--- src/rtl/uart_reg_ctrl_if.sv ---
// rtl/uart_reg_ctrl_if.sv - uart_rx/uart_tx byte handshake bundle for uart_reg_ctrl
interface uart_reg_ctrl_if;
  logic [7:0] i_rx_data;
  logic       i_rx_vld;
  logic       i_tx_busy;
  logic [7:0] o_tx_data;
  logic       o_tx_vld;

  modport slave (
    input  i_rx_data,
    input  i_rx_vld,
    input  i_tx_busy,
    output o_tx_data,
    output o_tx_vld
  );

  modport master (
    output i_rx_data,
    output i_rx_vld,
    output i_tx_busy,
    input  o_tx_data,
    input  o_tx_vld
  );
endinterface

--- src/rtl/uart_reg_ctrl.sv ---
// rtl/uart_reg_ctrl.sv - 4-byte UART command frame parser driving a 4 x 8-bit register bank
module uart_reg_ctrl #(
  parameter int unsigned TIMEOUT_CYC = 50_000,
  parameter logic [7:0]  SYNC_BYTE   = 8'hA5,
  parameter logic [7:0]  ACK_BYTE    = 8'h06,
  parameter logic [7:0]  NAK_BYTE    = 8'h15,
  parameter logic [7:0]  REG2_INIT   = 8'h01
) (
  input  logic             clk,
  input  logic             rst_n,
  uart_reg_ctrl_if.slave   bus,
  output logic [7:0]       o_disp_data,
  output logic [7:0]       o_led,
  output logic [7:0]       o_ctrl,
  output logic [7:0]       o_err_cnt,
  output logic             o_busy
);

  localparam int unsigned      CNT_W    = $clog2(TIMEOUT_CYC);
  localparam logic [CNT_W-1:0] CNT_LAST = CNT_W'(TIMEOUT_CYC - 1);

  typedef enum logic [2:0] {
    S_IDLE,
    S_GET_CMD,
    S_GET_DATA,
    S_GET_CHK,
    S_EXEC,
    S_RESP
  } state_t;

  state_t           r_state;
  state_t           w_state_nxt;

  logic [7:0]       r_cmd;
  logic [7:0]       r_data;
  logic [7:0]       r_chk;
  logic [7:0]       r_resp;
  logic [7:0]       r_tx_last;
  logic [7:0]       r_err_cnt;
  logic [7:0]       r_regs [4];
  logic [CNT_W-1:0] r_cnt;

  logic             w_in_frame;
  logic             w_timeout;
  logic             w_chk_ok;
  logic             w_is_read;
  logic [1:0]       w_addr;
  logic             w_tx_strobe;
  logic             w_err_inc;

  assign w_in_frame  = (r_state == S_GET_CMD) || (r_state == S_GET_DATA) ||
                       (r_state == S_GET_CHK);
  // A byte landing in the expiry cycle is still accepted.
  assign w_timeout   = w_in_frame && !bus.i_rx_vld && (r_cnt == CNT_LAST);
  assign w_chk_ok    = ((r_cmd ^ r_data) == r_chk);
  assign w_is_read   = r_cmd[7];
  assign w_addr      = r_cmd[1:0];
  assign w_tx_strobe = (r_state == S_RESP) && !bus.i_tx_busy;
  assign w_err_inc   = ((r_state == S_EXEC) && !w_chk_ok) || w_timeout;

  always_ff @(posedge clk or negedge rst_n) begin
    if (!rst_n) begin
      r_state <= S_IDLE;
    end else begin
      r_state <= w_state_nxt;
    end
  end

  always_comb begin
    w_state_nxt = r_state;
    case (r_state)
      S_IDLE: begin
        if (bus.i_rx_vld && (bus.i_rx_data == SYNC_BYTE)) begin
          w_state_nxt = S_GET_CMD;
        end
      end
      S_GET_CMD: begin
        if (bus.i_rx_vld) begin
          w_state_nxt = S_GET_DATA;
        end else if (w_timeout) begin
          w_state_nxt = S_IDLE;
        end
      end
      S_GET_DATA: begin
        if (bus.i_rx_vld) begin
          w_state_nxt = S_GET_CHK;
        end else if (w_timeout) begin
          w_state_nxt = S_IDLE;
        end
      end
      S_GET_CHK: begin
        if (bus.i_rx_vld) begin
          w_state_nxt = S_EXEC;
        end else if (w_timeout) begin
          w_state_nxt = S_IDLE;
        end
      end
      S_EXEC: begin
        w_state_nxt = S_RESP;
      end
      S_RESP: begin
        if (!bus.i_tx_busy) begin
          w_state_nxt = S_IDLE;
        end
      end
      default: begin
        w_state_nxt = S_IDLE;
      end
    endcase
  end

  // o_tx_data shows the pending response only during its strobe, otherwise the last one sent.
  always_comb begin
    o_busy        = (r_state != S_IDLE);
    bus.o_tx_vld  = w_tx_strobe;
    bus.o_tx_data = w_tx_strobe ? r_resp : r_tx_last;
  end

  always_ff @(posedge clk or negedge rst_n) begin
    if (!rst_n) begin
      r_cnt <= '0;
    end else if (w_in_frame && !bus.i_rx_vld) begin
      r_cnt <= r_cnt + 1'b1;
    end else begin
      r_cnt <= '0;
    end
  end

  always_ff @(posedge clk or negedge rst_n) begin
    if (!rst_n) begin
      r_cmd  <= '0;
      r_data <= '0;
      r_chk  <= '0;
    end else if (bus.i_rx_vld) begin
      case (r_state)
        S_GET_CMD:  r_cmd  <= bus.i_rx_data;
        S_GET_DATA: r_data <= bus.i_rx_data;
        S_GET_CHK:  r_chk  <= bus.i_rx_data;
        default: ;
      endcase
    end
  end

  // Read responses sample the bank in EXEC, before any write of the same frame could land.
  always_ff @(posedge clk or negedge rst_n) begin
    if (!rst_n) begin
      r_regs[0] <= 8'h00;
      r_regs[1] <= 8'h00;
      r_regs[2] <= REG2_INIT;
      r_regs[3] <= 8'h00;
      r_resp    <= 8'h00;
    end else if (r_state == S_EXEC) begin
      if (!w_chk_ok) begin
        r_resp <= NAK_BYTE;
      end else if (w_is_read) begin
        r_resp <= r_regs[w_addr];
      end else begin
        r_regs[w_addr] <= r_data;
        r_resp         <= ACK_BYTE;
      end
    end
  end

  always_ff @(posedge clk or negedge rst_n) begin
    if (!rst_n) begin
      r_tx_last <= 8'h00;
    end else if (w_tx_strobe) begin
      r_tx_last <= r_resp;
    end
  end

  always_ff @(posedge clk or negedge rst_n) begin
    if (!rst_n) begin
      r_err_cnt <= 8'h00;
    end else if (w_err_inc && (r_err_cnt != 8'hFF)) begin
      r_err_cnt <= r_err_cnt + 8'd1;
    end
  end

  assign o_disp_data = r_regs[0];
  assign o_led       = r_regs[1];
  assign o_ctrl      = r_regs[2];
  assign o_err_cnt   = r_err_cnt;

endmodule

--- src/flat_wrapper.sv ---
// flat-port wrapper written by rule: the top's interface ports become plain ports
module uart_reg_ctrl_flat 
#(
  parameter int unsigned TIMEOUT_CYC = 50_000,
  parameter logic [7:0]  SYNC_BYTE   = 8'hA5,
  parameter logic [7:0]  ACK_BYTE    = 8'h06,
  parameter logic [7:0]  NAK_BYTE    = 8'h15,
  parameter logic [7:0]  REG2_INIT   = 8'h01
)
  (clk, rst_n, o_disp_data, o_led, o_ctrl, o_err_cnt, o_busy, bus_i_rx_data, bus_i_rx_vld, bus_i_tx_busy, bus_o_tx_data, bus_o_tx_vld);
  uart_reg_ctrl_if bus_i ();
  input  logic clk;
  input  logic rst_n;
  output logic [7:0] o_disp_data;
  output logic [7:0] o_led;
  output logic [7:0] o_ctrl;
  output logic [7:0] o_err_cnt;
  output logic o_busy;
  input wire logic [$bits(bus_i.i_rx_data)-1:0] bus_i_rx_data;
  input wire logic [$bits(bus_i.i_rx_vld)-1:0] bus_i_rx_vld;
  input wire logic [$bits(bus_i.i_tx_busy)-1:0] bus_i_tx_busy;
  output wire logic [$bits(bus_i.o_tx_data)-1:0] bus_o_tx_data;
  output wire logic [$bits(bus_i.o_tx_vld)-1:0] bus_o_tx_vld;
  assign bus_i.i_rx_data = bus_i_rx_data;
  assign bus_i.i_rx_vld = bus_i_rx_vld;
  assign bus_i.i_tx_busy = bus_i_tx_busy;
  assign bus_o_tx_data = bus_i.o_tx_data;
  assign bus_o_tx_vld = bus_i.o_tx_vld;
  uart_reg_ctrl #(.TIMEOUT_CYC(TIMEOUT_CYC), .SYNC_BYTE(SYNC_BYTE), .ACK_BYTE(ACK_BYTE), .NAK_BYTE(NAK_BYTE), .REG2_INIT(REG2_INIT)) u_core (.clk(clk), .rst_n(rst_n), .bus(bus_i), .o_disp_data(o_disp_data), .o_led(o_led), .o_ctrl(o_ctrl), .o_err_cnt(o_err_cnt), .o_busy(o_busy));
endmodule
--- config.mk ---
export PLATFORM = sky130hd
export DESIGN_NAME = uart_reg_ctrl_flat
export DESIGN_NICKNAME = d
export VERILOG_FILES = /design/src/rtl/uart_reg_ctrl_if.sv /design/src/rtl/uart_reg_ctrl.sv /design/src/flat_wrapper.sv
export SDC_FILE = /design/constraint.sdc
export NUM_CORES = 1
export LEC_CHECK = 0
export CAP_MARGIN = 5
export CELL_PAD_IN_SITES_DETAIL_PLACEMENT = 0
export CELL_PAD_IN_SITES_GLOBAL_PLACEMENT = 1
export CORE_UTILIZATION = 30
export CTS_BUF_LIST = sky130_fd_sc_hd__clkbuf_8 sky130_fd_sc_hd__clkbuf_16
export DETAILED_ROUTE_END_ITERATION = 8
export PLACE_DENSITY = 0.67
export RECOVER_POWER = 50
export SYNTH_ARGS = -nofsm -noshare
export SYNTH_HDL_FRONTEND = slang
export SYNTH_SLANG_ARGS = --single-unit
--- constraint.sdc ---
create_clock -name clk -period 6.56 [get_ports clk]
set_clock_uncertainty 0.1 [all_clocks]
set_input_delay 1.968 -clock clk [delete_from_list [all_inputs] [get_ports clk]]
set_output_delay 1.968 -clock clk [all_outputs]
set_load 0.01 [all_outputs]
==> flow_metrics.env <==
export IMPL_synth_top_cell_area_share_pct=52.1
export IMPL_cp_arrival_ps=3940
export IMPL_pin_count=54
export IMPL_ant_nets=0
export IMPL_violations="max-capacitance violations, max-slew violations"
export IMPL_netlist_instances=357
export IMPL_startpoint_type="input pin"
export IMPL_drtIter0Drc=170
export IMPL_diodes=0
export IMPL_drive_above_1_share_pct=24.0
export IMPL_cts_sinks=99
export IMPL_synth_most_common_cell="dfrtp_1"
export IMPL_leakagePower_uw=0.00238
export IMPL_fin_util_pct=36.4
export IMPL_swShare_pct=31.3
export IMPL_ys_types=43
export IMPL_hpwl_microns=6800
export IMPL_cts_max_level=3
export IMPL_required_ps=4490
export IMPL_grt_start_max_net_pins=53
export IMPL_drt_first_pass_iters=4
export IMPL_p_seq_share_pct=47.0
export IMPL_synth_seq_cells=99
export IMPL_synth_nets=371
export IMPL_slew_headroom_pct=-84.5
export IMPL_cts_root_buffer="clkbuf_16"
export IMPL_core_sq_um=15300
export IMPL_syn_avg_cell_area_sq_um=13.2
export IMPL_synthMuxAreaShare_pct=20.6
export IMPL_wl_per_cell_microns=16.2
export IMPL_grt_pass1_wl_microns=16200
export IMPL_crit_chain="clkdlybuf4s50_1, nor2b_1, nor2b_1, clkbuf_1, mux2_1, clkdlybuf4s50_1"
export IMPL_drv_cap=1
export IMPL_yosysTopAreaCell="dfrtp_1"
export IMPL_ys_seq_area_share_pct=52.6
export IMPL_cp_top_family="buffers and inverters"
export IMPL_start_util_pct=30.9
export IMPL_dieWidth_microns=127
export IMPL_synthTopCellsByCount="dfrtp_1 (98), mux2_2 (70), buf_4 (24), nand2_1 (18), nor2_1 (18)"
export IMPL_clkLatencyLatePin_ps=350
export IMPL_ys_flop_type="dfrtp_1"
export IMPL_gp_congestion=0.725
export IMPL_routed_wl_microns=9770
export IMPL_p_int_uw=1330
export IMPL_clockBufferDepth=2
export IMPL_cp_depth=6
export IMPL_postCtsSetupRepairBufs=0
export IMPL_status="complete, but fails checks"
export IMPL_fmax_ghz=0.166
export IMPL_finalSetupViolCount=0
export IMPL_crit_type="in -> out"
export IMPL_synth_xor_area_share_pct=6.43
export IMPL_track_usage_pct=13.0
export IMPL_period_share_pct=91.6
export IMPL_num_vias=2838
export IMPL_drcViolationCount=0
export IMPL_die_area_sq_um=16200
export IMPL_nets=401
export IMPL_syn_cell_area_sq_um=4710
export IMPL_postCtsResizedCells=0
export IMPL_async_reset_ff_share_pct=100
export IMPL_worst_slew_pin_slew_ps=2770
export IMPL_grt_ovfl_total=0
export IMPL_clock_power_share_pct=25.9
export IMPL_synth_fa_ha_area_share_pct=0.531
export IMPL_whs_path_depth=1
export IMPL_die_h_microns=127
export IMPL_yosys_warnings=0
export IMPL_combPwrFrac_pct=27.1
export IMPL_antenna_found_initial=0
export IMPL_critPathSlowestCell="clkdlybuf4s50_1"
export IMPL_syn_to_final_growth_pct=18.0
export IMPL_p_sw_uw=605
export IMPL_viasPerCell=4.71
export IMPL_cts_buffers_inserted=9
export IMPL_drv_slew=49
export IMPL_synth_edf_count=0
export IMPL_rsz0062_at_grt="no"
export IMPL_layout_min_cycle_time_ps=6010
export IMPL_clk_pin_slew_ps=70
export IMPL_timing_setup_tns_ps=0
export IMPL_crit_buf_inv=3
export IMPL_yosys_top_cells_area="dfrtp_1 (52%), mux2_2 (17%), buf_4 (3.8%)"
export IMPL_critPathMaxStageDelay_ps=490
export IMPL_crit_fanout=9
export IMPL_synth_top_family_by_area="multiplexers"
export IMPL_cts_tree="built"
export IMPL_grt_pass1_vias=2998
export IMPL_synth_compound_area_share_pct=3.53
export IMPL_portBuffers=53
export IMPL_hold_path_class="reg -> reg"
export IMPL_r2r_cells=5
export IMPL_cts_hold_buf=0
export IMPL_hold_violations=0
export IMPL_end_kind="output pin"
export IMPL_synth_simple_gate_area_share_pct=11.1
export IMPL_rows=45
export IMPL_ir_drop_v=0.000173
export IMPL_powerDensity_nw_per_um2=348
==> power by group through the flow <==
stage	clock network [uW]	registers (uW)	logic, uW
floorplan	0	833	437
global placement	0	918	528
detailed placement	0	925	532
CTS	521	915	539
global route	536	942	571
finish	502	908	524
==> layer usage <==
| layer | part of all wire (%) | global-route usage, % | vias up |
|---|---|---|---|
| met5 | 0 | 0 | - |
| met4 | 1.0 | 3.99 | 0 |
| met3 | 3.7 | 2.81 | 8 |
| met2 | 46 | 20.2 | 48 |
| met1 | 49 | 18.2 | 1460 |
| li1 | - | - | 1322 |
==> cells by family after synthesis <==
| family | Yosys count |
|---|---|
| simple gates | 90 |
| flops | 99 |
| compound gates | 25 |
| mux | 78 |
| buf+inv | 41 |
| fa+ha+maj | 2 |
| xor+xnor | 22 |
==> sequential cells by signal (all words and copies together), names as in the netlist <==
name                cells
u_core.r_regs           8
u_core.r_data           8
u_core.o_ctrl           8
u_core.r_chk            8
u_core.o_err_cnt        8
u_core.r_cnt           16
u_core.o_disp_data      8
u_core.r_tx_last        8
u_core.r_state          3
u_core.r_resp           8
u_core.r_cmd            8
u_core.o_led            8
==> placed cells by master (no fill, tap or decap), types with 3 or more instances in the layout <==
master,n
nand4_1,5
a32o_1,4
nor2_1,18
o21ai_0,6
inv_1,4
mux2_2,64
nand4bb_1,4
clkdlybuf4s50_1,52
or3_1,3
xnor2_1,5
nand4b_1,3
nor2b_1,3
mux4_2,8
xor2_1,9
nand2_1,18
mux2_1,6
dfrtp_1,98
nand3_1,13
nor3_1,4
nand2b_1,5
clkbuf_16,9
a21oi_1,8
xnor3_1,8
==> worst paths after layout <==
| path | start | end | slack (ps) |
|---|---|---|---|
| max | bus_i_tx_busy | bus_o_tx_data[2] | 550 |
| min | u_core.r_cnt[0] | u_core.r_cnt[0] | 380 |
| max reg2reg | u_core.r_cmd[0] | u_core.o_led[2] | 2980 |
| min reg2reg | u_core.r_cnt[0] | u_core.r_cnt[0] | 380 |
| max in group asynchronous | rst_n | u_core.r_cnt[13] | 1540 |
| min in group asynchronous | rst_n | u_core.o_err_cnt[1] | 2410 |
==> layout make-up <==
cell class / instances / area (sq um)
clock buffers: 9 / 225
clock inverters: 7 / 53.8
fillers: 1480 / 9700
inverters: 3 / 11.3
multi-input cells: 217 / 1980
flip-flops and latches: 99 / 2480
well taps: 211 / 264
repair buffers: 57 / 548
==> per-stage QoR <==
stage          worst slack, ps  std cells  hold slack [ps]  power, uW  instance area [sq um]
2_1_floorplan             1520        357              355       1270                   4710
3_3_place_gp               795        587              373       1450                   5300
3_5_place_dp               790        587              376       1460                   5300
4_1_cts                    780        603              385       1980                   5580
5_1_grt                    368        603              406       2050                   5560
6_report                   551        603              382       1930                   5560
==> worst register-to-register path: stages, from the launching register on <==
cell       delay [ps]
dfrtp_1           850
xnor3_1           350
nand4_1           160
nor3_1            810
nand4bb_1         710
mux2_2            500
Power figures use the tool's default switching activity.
